**config.mk**
```make
export PLATFORM = sky130hd
export DESIGN_NAME = mac_scheduler_flat
export DESIGN_NICKNAME = d
export VERILOG_FILES = /design/src/rtl/mac_scheduler_if.sv /design/src/rtl/mac_scheduler.sv /design/src/flat_wrapper.sv
export SDC_FILE = /design/constraint.sdc
export NUM_CORES = 1
export LEC_CHECK = 0
export ABC_AREA = 1
export CAP_MARGIN = 20
export CORE_ASPECT_RATIO = 2
export CORE_MARGIN = 8
export CORE_UTILIZATION = 38
export DETAILED_ROUTE_END_ITERATION = 8
export HOLD_SLACK_MARGIN = 0.15
export PLACE_DENSITY = 0.86
export SYNTH_ARGS = -nofsm -noshare
export SYNTH_HDL_FRONTEND = slang
export SYNTH_SLANG_ARGS = --single-unit
```
**constraint.sdc**
```tcl
create_clock -name clk_i -period 3 [get_ports clk_i]
set_input_delay 0.45 -clock clk_i [delete_from_list [all_inputs] [get_ports clk_i]]
set_output_delay 0.45 -clock clk_i [all_outputs]
set_load 0.01 [all_outputs]
```
**src/rtl/mac_scheduler_if.sv**
```systemverilog
// +--------------------------------------------------------------------------+
// | mac_scheduler_if : requester, mac and result bundle of the mac scheduler |
// | Rev 1.0                                                                  |
// +--------------------------------------------------------------------------+
`default_nettype none

interface mac_scheduler_if #(
  parameter int NUM_REQ    = 4,
  parameter int DATA_WIDTH = 32,
  parameter int ADDR_LINES = 5
);
  logic [NUM_REQ-1:0]            req_i;
  logic [NUM_REQ*ADDR_LINES-1:0] req_terms_i;
  logic [NUM_REQ*DATA_WIDTH-1:0] req_signal_i;
  logic [NUM_REQ-1:0]            req_empty_i;
  logic [NUM_REQ-1:0]            req_rd_o;
  logic [NUM_REQ-1:0]            gnt_o;
  logic [DATA_WIDTH-1:0]         mac_signal_o;
  logic                          mac_empty_o;
  logic                          mac_rd_i;
  logic                          mac_start_o;
  logic [ADDR_LINES-1:0]         mac_terms_o;
  logic [DATA_WIDTH-1:0]         mac_result_i;
  logic                          mac_done_i;
  logic                          mac_flush_o;
  logic [DATA_WIDTH-1:0]         result_o;
  logic [NUM_REQ-1:0]            result_valid_o;
  logic                          result_err_o;
  logic                          busy_o;

  modport slave (
    input  req_i, req_terms_i, req_signal_i, req_empty_i, mac_rd_i, mac_result_i, mac_done_i,
    output req_rd_o, gnt_o, mac_signal_o, mac_empty_o, mac_start_o, mac_terms_o, mac_flush_o,
           result_o, result_valid_o, result_err_o, busy_o
  );

  modport master (
    output req_i, req_terms_i, req_signal_i, req_empty_i, mac_rd_i, mac_result_i, mac_done_i,
    input  req_rd_o, gnt_o, mac_signal_o, mac_empty_o, mac_start_o, mac_terms_o, mac_flush_o,
           result_o, result_valid_o, result_err_o, busy_o
  );
endinterface

`default_nettype wire

```
**src/rtl/mac_scheduler.sv**
```systemverilog
// +--------------------------------------------------------------------------+
// | mac_scheduler : round-robin sharing of one mac among NUM_REQ requesters  |
// | Rev 1.0                                                                  |
// +--------------------------------------------------------------------------+
`default_nettype none

module mac_scheduler #(
  parameter int NUM_REQ    = 4,
  parameter int DATA_WIDTH = 32,
  parameter int ADDR_LINES = 5,
  parameter int TIMEOUT    = 1024
) (
  input  logic            clk_i,
  input  logic            rst_i,
  mac_scheduler_if.slave  bus
);
  localparam int IDX_W = (NUM_REQ > 1) ? $clog2(NUM_REQ) : 1;
  localparam int CNT_W = $clog2(TIMEOUT + 1);
  localparam logic [CNT_W-1:0] c_cnt_last = CNT_W'(TIMEOUT - 1);

  typedef enum logic [2:0] {
    S_IDLE    = 3'd0,
    S_START   = 3'd1,
    S_RUN     = 3'd2,
    S_DELIVER = 3'd3,
    S_FLUSH   = 3'd4
  } state_t;

  state_t                r_state;
  logic [IDX_W-1:0]      r_last;
  logic [IDX_W-1:0]      r_winner;
  logic [CNT_W-1:0]      r_cnt;
  logic                  r_flush_ph;
  logic                  r_abandon;
  logic [NUM_REQ-1:0]    r_gnt;
  logic                  r_start;
  logic [ADDR_LINES-1:0] r_terms;
  logic                  r_flush;
  logic [DATA_WIDTH-1:0] r_result;
  logic [NUM_REQ-1:0]    r_valid;
  logic                  r_err;

  logic                  w_any;
  logic [IDX_W-1:0]      w_pick;
  logic [IDX_W-1:0]      w_cand;
  logic                  w_active;

  function automatic logic [NUM_REQ-1:0] f_onehot(input logic [IDX_W-1:0] idx);
    f_onehot      = '0;
    f_onehot[idx] = 1'b1;
  endfunction

  // First requesting index found scanning upward from the slot after the last winner.
  always_comb begin
    w_any  = 1'b0;
    w_pick = '0;
    w_cand = '0;
    for (int i = 1; i <= NUM_REQ; i++) begin
      w_cand = IDX_W'((int'(r_last) + i) % NUM_REQ);
      if (!w_any && bus.req_i[w_cand]) begin
        w_any  = 1'b1;
        w_pick = w_cand;
      end
    end
  end

  always_ff @(posedge clk_i) begin
    if (rst_i) begin
      r_state    <= S_IDLE;
      r_last     <= IDX_W'(NUM_REQ - 1);
      r_winner   <= '0;
      r_cnt      <= '0;
      r_flush_ph <= 1'b0;
      r_gnt      <= '0;
      r_start    <= 1'b0;
      r_terms    <= '0;
      r_flush    <= 1'b0;
      r_result   <= '0;
      r_valid    <= '0;
      r_err      <= 1'b0;
      r_abandon  <= r_abandon | (r_state != S_IDLE);
    end else begin
      r_abandon <= 1'b0;
      r_gnt     <= '0;
      r_start   <= 1'b0;
      r_terms   <= '0;
      r_valid   <= '0;
      r_err     <= 1'b0;
      case (r_state)
        S_IDLE: begin
          if (w_any) begin
            r_gnt    <= f_onehot(w_pick);
            r_winner <= w_pick;
            r_last   <= w_pick;
            r_start  <= 1'b1;
            r_terms  <= bus.req_terms_i[w_pick*ADDR_LINES +: ADDR_LINES];
            r_cnt    <= '0;
            r_state  <= S_START;
          end
        end
        S_START: begin
          r_cnt   <= '0;
          r_state <= S_RUN;
        end
        S_RUN: begin
          if (bus.mac_done_i) begin
            r_result <= bus.mac_result_i;
            r_valid  <= f_onehot(r_winner);
            r_state  <= S_DELIVER;
          end else if (r_cnt == c_cnt_last) begin
            r_flush    <= 1'b1;
            r_flush_ph <= 1'b0;
            r_state    <= S_FLUSH;
          end else begin
            r_cnt <= r_cnt + CNT_W'(1);
          end
        end
        S_DELIVER: r_state <= S_IDLE;
        S_FLUSH: begin
          if (!r_flush_ph) begin
            r_flush_ph <= 1'b1;
            r_valid    <= f_onehot(r_winner);
            r_err      <= 1'b1;
            r_result   <= '0;
          end else begin
            r_flush_ph <= 1'b0;
            r_flush    <= 1'b0;
            r_state    <= S_IDLE;
          end
        end
        default: r_state <= S_IDLE;
      endcase
    end
  end

  assign w_active = (r_state == S_START) || (r_state == S_RUN);

  assign bus.gnt_o          = r_gnt;
  assign bus.mac_start_o    = r_start;
  assign bus.mac_terms_o    = r_terms;
  // A job cut short by reset gets one cleanup flush once reset is released.
  assign bus.mac_flush_o    = r_flush | (r_abandon & ~rst_i);
  assign bus.result_o       = r_result;
  assign bus.result_valid_o = r_valid;
  assign bus.result_err_o   = r_err;
  assign bus.busy_o         = (r_state != S_IDLE);
  assign bus.mac_signal_o   = w_active ? bus.req_signal_i[r_winner*DATA_WIDTH +: DATA_WIDTH] : '0;
  assign bus.mac_empty_o    = w_active ? bus.req_empty_i[r_winner] : 1'b1;
  assign bus.req_rd_o       = (w_active && bus.mac_rd_i) ? f_onehot(r_winner) : '0;

endmodule

`default_nettype wire

```
**src/flat_wrapper.sv**
```systemverilog
// flat-port wrapper written by rule: the top's interface ports become plain ports
module mac_scheduler_flat 
#(
  parameter int NUM_REQ    = 4,
  parameter int DATA_WIDTH = 32,
  parameter int ADDR_LINES = 5,
  parameter int TIMEOUT    = 1024
)
  (clk_i, rst_i, bus_req_i, bus_req_terms_i, bus_req_signal_i, bus_req_empty_i, bus_mac_rd_i, bus_mac_result_i, bus_mac_done_i, bus_req_rd_o, bus_gnt_o, bus_mac_signal_o, bus_mac_empty_o, bus_mac_start_o, bus_mac_terms_o, bus_mac_flush_o, bus_result_o, bus_result_valid_o, bus_result_err_o, bus_busy_o);
  mac_scheduler_if #(.NUM_REQ(NUM_REQ), .DATA_WIDTH(DATA_WIDTH), .ADDR_LINES(ADDR_LINES)) bus_i ();
  input  logic clk_i;
  input  logic rst_i;
  input wire logic [$bits(bus_i.req_i)-1:0] bus_req_i;
  input wire logic [$bits(bus_i.req_terms_i)-1:0] bus_req_terms_i;
  input wire logic [$bits(bus_i.req_signal_i)-1:0] bus_req_signal_i;
  input wire logic [$bits(bus_i.req_empty_i)-1:0] bus_req_empty_i;
  input wire logic [$bits(bus_i.mac_rd_i)-1:0] bus_mac_rd_i;
  input wire logic [$bits(bus_i.mac_result_i)-1:0] bus_mac_result_i;
  input wire logic [$bits(bus_i.mac_done_i)-1:0] bus_mac_done_i;
  output wire logic [$bits(bus_i.req_rd_o)-1:0] bus_req_rd_o;
  output wire logic [$bits(bus_i.gnt_o)-1:0] bus_gnt_o;
  output wire logic [$bits(bus_i.mac_signal_o)-1:0] bus_mac_signal_o;
  output wire logic [$bits(bus_i.mac_empty_o)-1:0] bus_mac_empty_o;
  output wire logic [$bits(bus_i.mac_start_o)-1:0] bus_mac_start_o;
  output wire logic [$bits(bus_i.mac_terms_o)-1:0] bus_mac_terms_o;
  output wire logic [$bits(bus_i.mac_flush_o)-1:0] bus_mac_flush_o;
  output wire logic [$bits(bus_i.result_o)-1:0] bus_result_o;
  output wire logic [$bits(bus_i.result_valid_o)-1:0] bus_result_valid_o;
  output wire logic [$bits(bus_i.result_err_o)-1:0] bus_result_err_o;
  output wire logic [$bits(bus_i.busy_o)-1:0] bus_busy_o;
  assign bus_i.req_i = bus_req_i;
  assign bus_i.req_terms_i = bus_req_terms_i;
  assign bus_i.req_signal_i = bus_req_signal_i;
  assign bus_i.req_empty_i = bus_req_empty_i;
  assign bus_i.mac_rd_i = bus_mac_rd_i;
  assign bus_i.mac_result_i = bus_mac_result_i;
  assign bus_i.mac_done_i = bus_mac_done_i;
  assign bus_req_rd_o = bus_i.req_rd_o;
  assign bus_gnt_o = bus_i.gnt_o;
  assign bus_mac_signal_o = bus_i.mac_signal_o;
  assign bus_mac_empty_o = bus_i.mac_empty_o;
  assign bus_mac_start_o = bus_i.mac_start_o;
  assign bus_mac_terms_o = bus_i.mac_terms_o;
  assign bus_mac_flush_o = bus_i.mac_flush_o;
  assign bus_result_o = bus_i.result_o;
  assign bus_result_valid_o = bus_i.result_valid_o;
  assign bus_result_err_o = bus_i.result_err_o;
  assign bus_busy_o = bus_i.busy_o;
  mac_scheduler #(.NUM_REQ(NUM_REQ), .DATA_WIDTH(DATA_WIDTH), .ADDR_LINES(ADDR_LINES), .TIMEOUT(TIMEOUT)) u_core (.clk_i(clk_i), .rst_i(rst_i), .bus(bus_i));
endmodule
```
After elaboration in Yosys (flattened, before gate mapping)
Index checks and enable logic that the tools add are counted.
{"block": "word_totals", "register_bits": 68, "latchBits": 0, "ramBits": 0, "rom_bits": 0, "in_bits": 192, "output_inout_bits": 86, "wordCells": 120, "mem_count": 0}
{"block": "op_classes", "add_sub_neg": 5, "mul": 1, "n_div": 0, "order_cmp": 8, "eq_ne": 12, "shift": 2, "muxes": 49, "n_bitwise": 7, "n_reduce_logical": 23}
{"cell": "128-bit by 8-bit indexed part select with 32-bit output", "n": 1}
{"cell": "32-bit 2-to-1 mux", "n": 3}
{"cell": "32-bit case mux with 2 select lines", "n": 1}
{"cell": "11-bit 2-to-1 mux", "n": 3}
{"cell": "11-bit case mux with 3 select lines", "n": 1}
{"cell": "20-bit by 6-bit indexed part select with 5-bit output", "n": 1}
{"cell": "1-bit 2-to-1 mux", "n": 19}
{"cell": "2-bit by 3-bit < comparator with 1-bit output (second input constant)", "n": 6}
{"cell": "3-bit 2-to-1 mux", "n": 4}
{"cell": "4-bit 2-to-1 mux", "n": 3}
{"cell": "3-bit case mux with 4 select lines", "n": 1}
{"cell": "11-bit by 1-bit adder with 11-bit output (second input constant)", "n": 1}
{"cell": "11-bit by 10-bit equality test with 1-bit output (second input constant)", "n": 1}
{"cell": "1-bit binary-select mux with 2-bit select", "n": 5}
{"cell": "3-bit AND reduction", "n": 3}
{"cell": "2-bit 2-to-1 mux", "n": 4}
{"cell": "2-bit != test (second input constant)", "n": 4}
{"cell": "4-bit case mux with 2 select lines", "n": 1}
{"cell": "4-bit AND reduction", "n": 2}
{"cell": "1-bit logical AND", "n": 6}
{"cell": "2-bit by 1-bit != test with 1-bit output (second input constant)", "n": 3}
{"cell": "3-bit nonzero test", "n": 2}
{"cell": "2-bit by 3-bit multiplier with 5-bit output (second input constant)", "n": 1}
{"cell": "2-bit by 1-bit adder with 2-bit output (second input constant)", "n": 2}
{"cell": "18 further kinds", "n": 29}

Depth between registers and ports, before layout
{"block": "depth", "depth_word": 17, "depth_mapped": 15, "depth_no_buf": 14}

Worst setup path after synthesis
OpenSTA, ideal clock, no wires.
{"block": "synth_timing", "path_kind": "register to output", "startpoint": "reg u_core.r_state[2]", "endpoint": "out bus_mac_signal_o[10]", "arrival_ns": 1.296, "setup_slack_ns": 1.254, "stages_incl_launch_ff": 7, "path_buffers": 1, "cell_sequence": "dfxtp_1 nor3_4 inv_2 nand2_1 inv_1 buf_1 a21oi_1"}
{"block": "synth_via", "elab_chain_len": 3}
{"item": "from (decl)", "line_no": "mac_scheduler.sv:29", "rtl": "state_t r_state;"}
{"item": "from (signal assigned)", "line_no": "mac_scheduler.sv:69", "rtl": "r_state <= S_IDLE;"}
{"item": "from (signal assigned)", "line_no": "mac_scheduler.sv:98", "rtl": "r_state <= S_START;"}
{"item": "from (signal assigned)", "line_no": "mac_scheduler.sv:103", "rtl": "r_state <= S_RUN;"}
{"item": "3-bit by 1-bit equality test with 1-bit output / 3-bit by 2-bit equality test with 1-bit output (equally long branches)", "line_no": "mac_scheduler.sv:136", "rtl": "assign w_active = (r_state == S_START) || (r_state == S_RUN);"}
{"item": "1-bit logical OR *", "line_no": "mac_scheduler.sv:136"}
{"item": "32-bit 2-to-1 mux *", "line_no": "mac_scheduler.sv:147", "rtl": "assign bus.mac_signal_o = w_active ? bus.req_signal_i[r_winner*DATA_WIDTH +: DATA_WIDTH] : '0;"}
{"item": "to (decl)", "line_no": "flat_wrapper.sv:22", "rtl": "output wire logic [$bits(bus_i.mac_signal_o)-1:0] bus_mac_signal_o;"}
Every way passes the cells marked *; elsewhere a longest branch is shown, timed or not.

Worst setup path in the final report
{"block": "layout_timing", "startpoint": "reg u_core.r_state[2]", "endpoint": "out bus_mac_signal_o[23]"}
Same word-level chain as after synthesis.

==> impl_metrics.ini <==
[run]
timing.max_cap.violations = 0

[drt]
wire_per_inst_um = 21.4
dr_total_vias = 5272
drt-vias-per-instance = 5.46
dr.pass1.iters = 5
first_iter_violations = 320
drc = 0
route.final.wire_length_um = 20700
route.antenna.remaining_nets = 0

[synthesis]
syn_inst = 554
synth_xor_area_share_pct = 1.36
synthAdderAreaFrac_pct = 0.324
synth_top_family_by_area = simple AND/OR/NAND/NOR gates
synth.net_count = 747
post_synth_and_or_nand_nor_area_fraction_pct = 29.6
area_fraction_in_compound_gates_after_synthesis_pct = 26.2
multiplexer_share_of_the_synthesized_area_pct = 0
synth-seq-area-share_pct = 35.3
synthDistinctLibCells = 36
ys_seq_elements = 68
synth_warnings = 0
syn-cell-area_um2 = 3860
synth.avg_cell_area_um2 = 6.97

[timing]
worst_clock_skew_ps = 7.69
fmax_ghz = 0.357
timing.final.crit_share_pct = 93.4
worst_hold_slack_ps = 465
period_needed_ps = 2800
report.final.slew_viol_count = 0
worstMarginPinSlew_ps = 542
finalSetupViolCount = 0
rsz0062_at_grt = no
maxSlewHeadroom_pct = 63.9
timing.setup.tns_ps = 0
postLayoutSetupSlackWorst_ps = 198
timing.final.hold_violations = 0

[power_and_ir_drop]
cellLeakagePower_nw = 2.55
power.ir.vdd_worst_mv = 0.439
pwr_density_cell_nw_per_um2 = 755

[critical_path]
timing.critical_path.slowest_stage_cell = sky130_fd_sc_hd__clkdlybuf4s50_1
crit_path_end_kind = primary output
worst-path-max-fanout = 32
crit_required_ps = 2550
worst_path_bufs_invs = 4
rr_startpoint = u_core.r_state[2]
timing.reg2reg.worst_path_depth = 7
crit_family = buffers and inverters
worst-r2r-setup-slack_ps = 950
path_cells = nor3_4, inv_2, nand2_1, inv_1, buf_4, a21oi_1, clkdlybuf4s50_1
critPathLaunchType = flip-flop
cp_slowest_stage_delay_ps = 580
critPathArrivalTime_ps = 2350
timing_worst_setup_path_type = flip-flop to primary output
r2r-end = u_core.bus.result_o[5]

[global_route]
global_route_wire_length_before_repair_um = 29700
grt.total_usage_pct = 28.7
grt_start_max_net_pins = 52
grt_antenna_before_repair = 6
vias_in_the_first_global_route = 5351
grt_remaining_overflow = 0

[finish]
layout.filler_cells = 848
nNetsFinal = 1010
ratio_of_cells_with_drive_above_1_in_the_final_layout_pct = 7.55
seq_area_um2 = 1360
area_growth_pct = 81.4
layout_commonest_cell = sky130_fd_sc_hd__clkdlybuf4s50_1
multiInputGateArea_um2 = 2220
final_cell_mix = sky130_fd_sc_hd__clkdlybuf4s50_1, sky130_fd_sc_hd__nand2_1, sky130_fd_sc_hd__a21oi_1

[floorplan]
boundaryPins = 278
chipHeight_um = 159
core_rows = 52
core_area_um2 = 10000
initial_core_util_pct = 38.5
die_width_um = 87.3
die_area_um2 = 13800

[clock_tree]
hold_buffers = 0
cts_tree = yes
cts_htree_levels = 3
cts_setup_buffers = 0
cts_sinks = 68
post_cts_resized = 0
insertion_delay_ps = 330
tritoncts.num_buffers = 9
clock_root_buffer = sky130_fd_sc_hd__clkbuf_16
cts_buffer_depth = 2
clkTransAtPathRegs_ps = 50

[worst_hold_path]
cell_depth_of_the_worst_min_delay_path = 2
min_delay_worst_endpoint = u_core.bus.result_o[22]
min-delay-path-class = flip-flop to flip-flop
hold_path.startpoint = u_core.bus.result_o[22]

[place]
gp_congestion = 1.02
place.port_buffers = 277
hpwlAfterDp_um = 16600
place_worst_setup_slack_ps = 569

[outcome]
outcome = completed
report_power, final:
group          total, mW  switching (mW)  internal (mW)
registers           1.13          0.0931           1.04
logic               3.21            1.87           1.35
clock network      0.947           0.373          0.575
layer usage:
layer	global-route usage (%)	wire length, um	up-vias
met2	50.5	10500	313
met1	26.2	6570	2447
met5	0	0	-
li1	-	-	2453
met4	20.2	1230	0
met3	10.7	2310	59
worst max path at each step:
| stage | start | end | slack (ps) | cells past startpoint |
|---|---|---|---|---|
| global placement | bus_mac_rd_i | bus_req_rd_o[1] | 540 | 4 |
| CTS | u_core.r_state[2] | bus_mac_signal_o[23] | 210 | 7 |
| global route | u_core.r_state[1] | bus_mac_signal_o[25] | 20 | 8 |
| finish | u_core.r_state[2] | bus_mac_signal_o[23] | 200 | 7 |
| detailed placement | bus_mac_rd_i | bus_req_rd_o[1] | 570 | 4 |
| floorplan | u_core.r_state[2] | bus_mac_signal_o[10] | 1250 | 6 |
through the flow:
step	utilization, %	total power, mW	std cells	area, um2
2_1_floorplan	-	3.03	554	3860
3_3_place_gp	67.0	4.26	941	6710
3_5_place_dp	67.0	4.34	941	6710
4_1_cts	69.7	5.30	956	6980
5_1_grt	69.8	5.62	962	7000
6_report	69.9	5.29	965	7000
cell usage after synthesis, drive strengths merged:
cell      n  area share [%]
xnor2     1            0.23
dfxtp    68              35
a22oi    66              13
nor3     13             2.0
buf      10             1.7
a21o      1            0.19
a31oi     1            0.16
inv      32             3.2
ha        1            0.32
nand3b    2            0.39
clkinv    1           0.097
nor2     30             3.4
nor4      1            0.16
nand4     2            0.49
nand2   147              16
o211ai    2            0.39
o21ai     9             1.5
clkbuf   24             2.4
nand3    53             7.3
xor2      5             1.1
a21oi    85              11
kinds of logic after synthesis:
logic type / Yosys count
flip-flops: 68
AND/OR/NAND/NOR: 248
AO/OA/AOI/OAI: 164
adder cells (fa/ha/maj): 1
buffers and inverters: 67
XOR/XNOR: 6
registers in the layout, summed over array words and instances, names as in the netlist:
name                       count
u_core.bus.mac_terms_o         5
u_core.r_flush                 1
u_core.bus.result_err_o        1
u_core.bus.result_valid_o      4
u_core.r_last                  2
u_core.r_abandon               1
u_core.bus.result_o           32
u_core.r_flush_ph              1
u_core.r_state                 3
u_core.r_winner                2
u_core.r_cnt                  11
u_core.bus.gnt_o               4
u_core.bus.mac_start_o         1
area by class of cell:
cell class / instances / area share (%)
Clock inverter: 4 / 0.375
Timing Repair Buffer: 286 / 40.5
Tap cell: 135 / 2.41
Multi-Input combinational cell: 419 / 31.7
Inverter: 33 / 1.80
Clock buffer: 11 / 3.47
Sequential cell: 68 / 19.4
Antenna cell: 9 / 0.322
worst register-to-register path, cell delays in order, from the launching register on:
cell	delay [ps]
sky130_fd_sc_hd__dfxtp_1	420
sky130_fd_sc_hd__nor3_4	100
sky130_fd_sc_hd__nand2_1	160
sky130_fd_sc_hd__clkinv_1	440
sky130_fd_sc_hd__nor2_2	230
sky130_fd_sc_hd__buf_4	370
sky130_fd_sc_hd__nand2_1	100
sky130_fd_sc_hd__a21oi_1	170
Note: power is estimated with default switching activity, not from simulation.
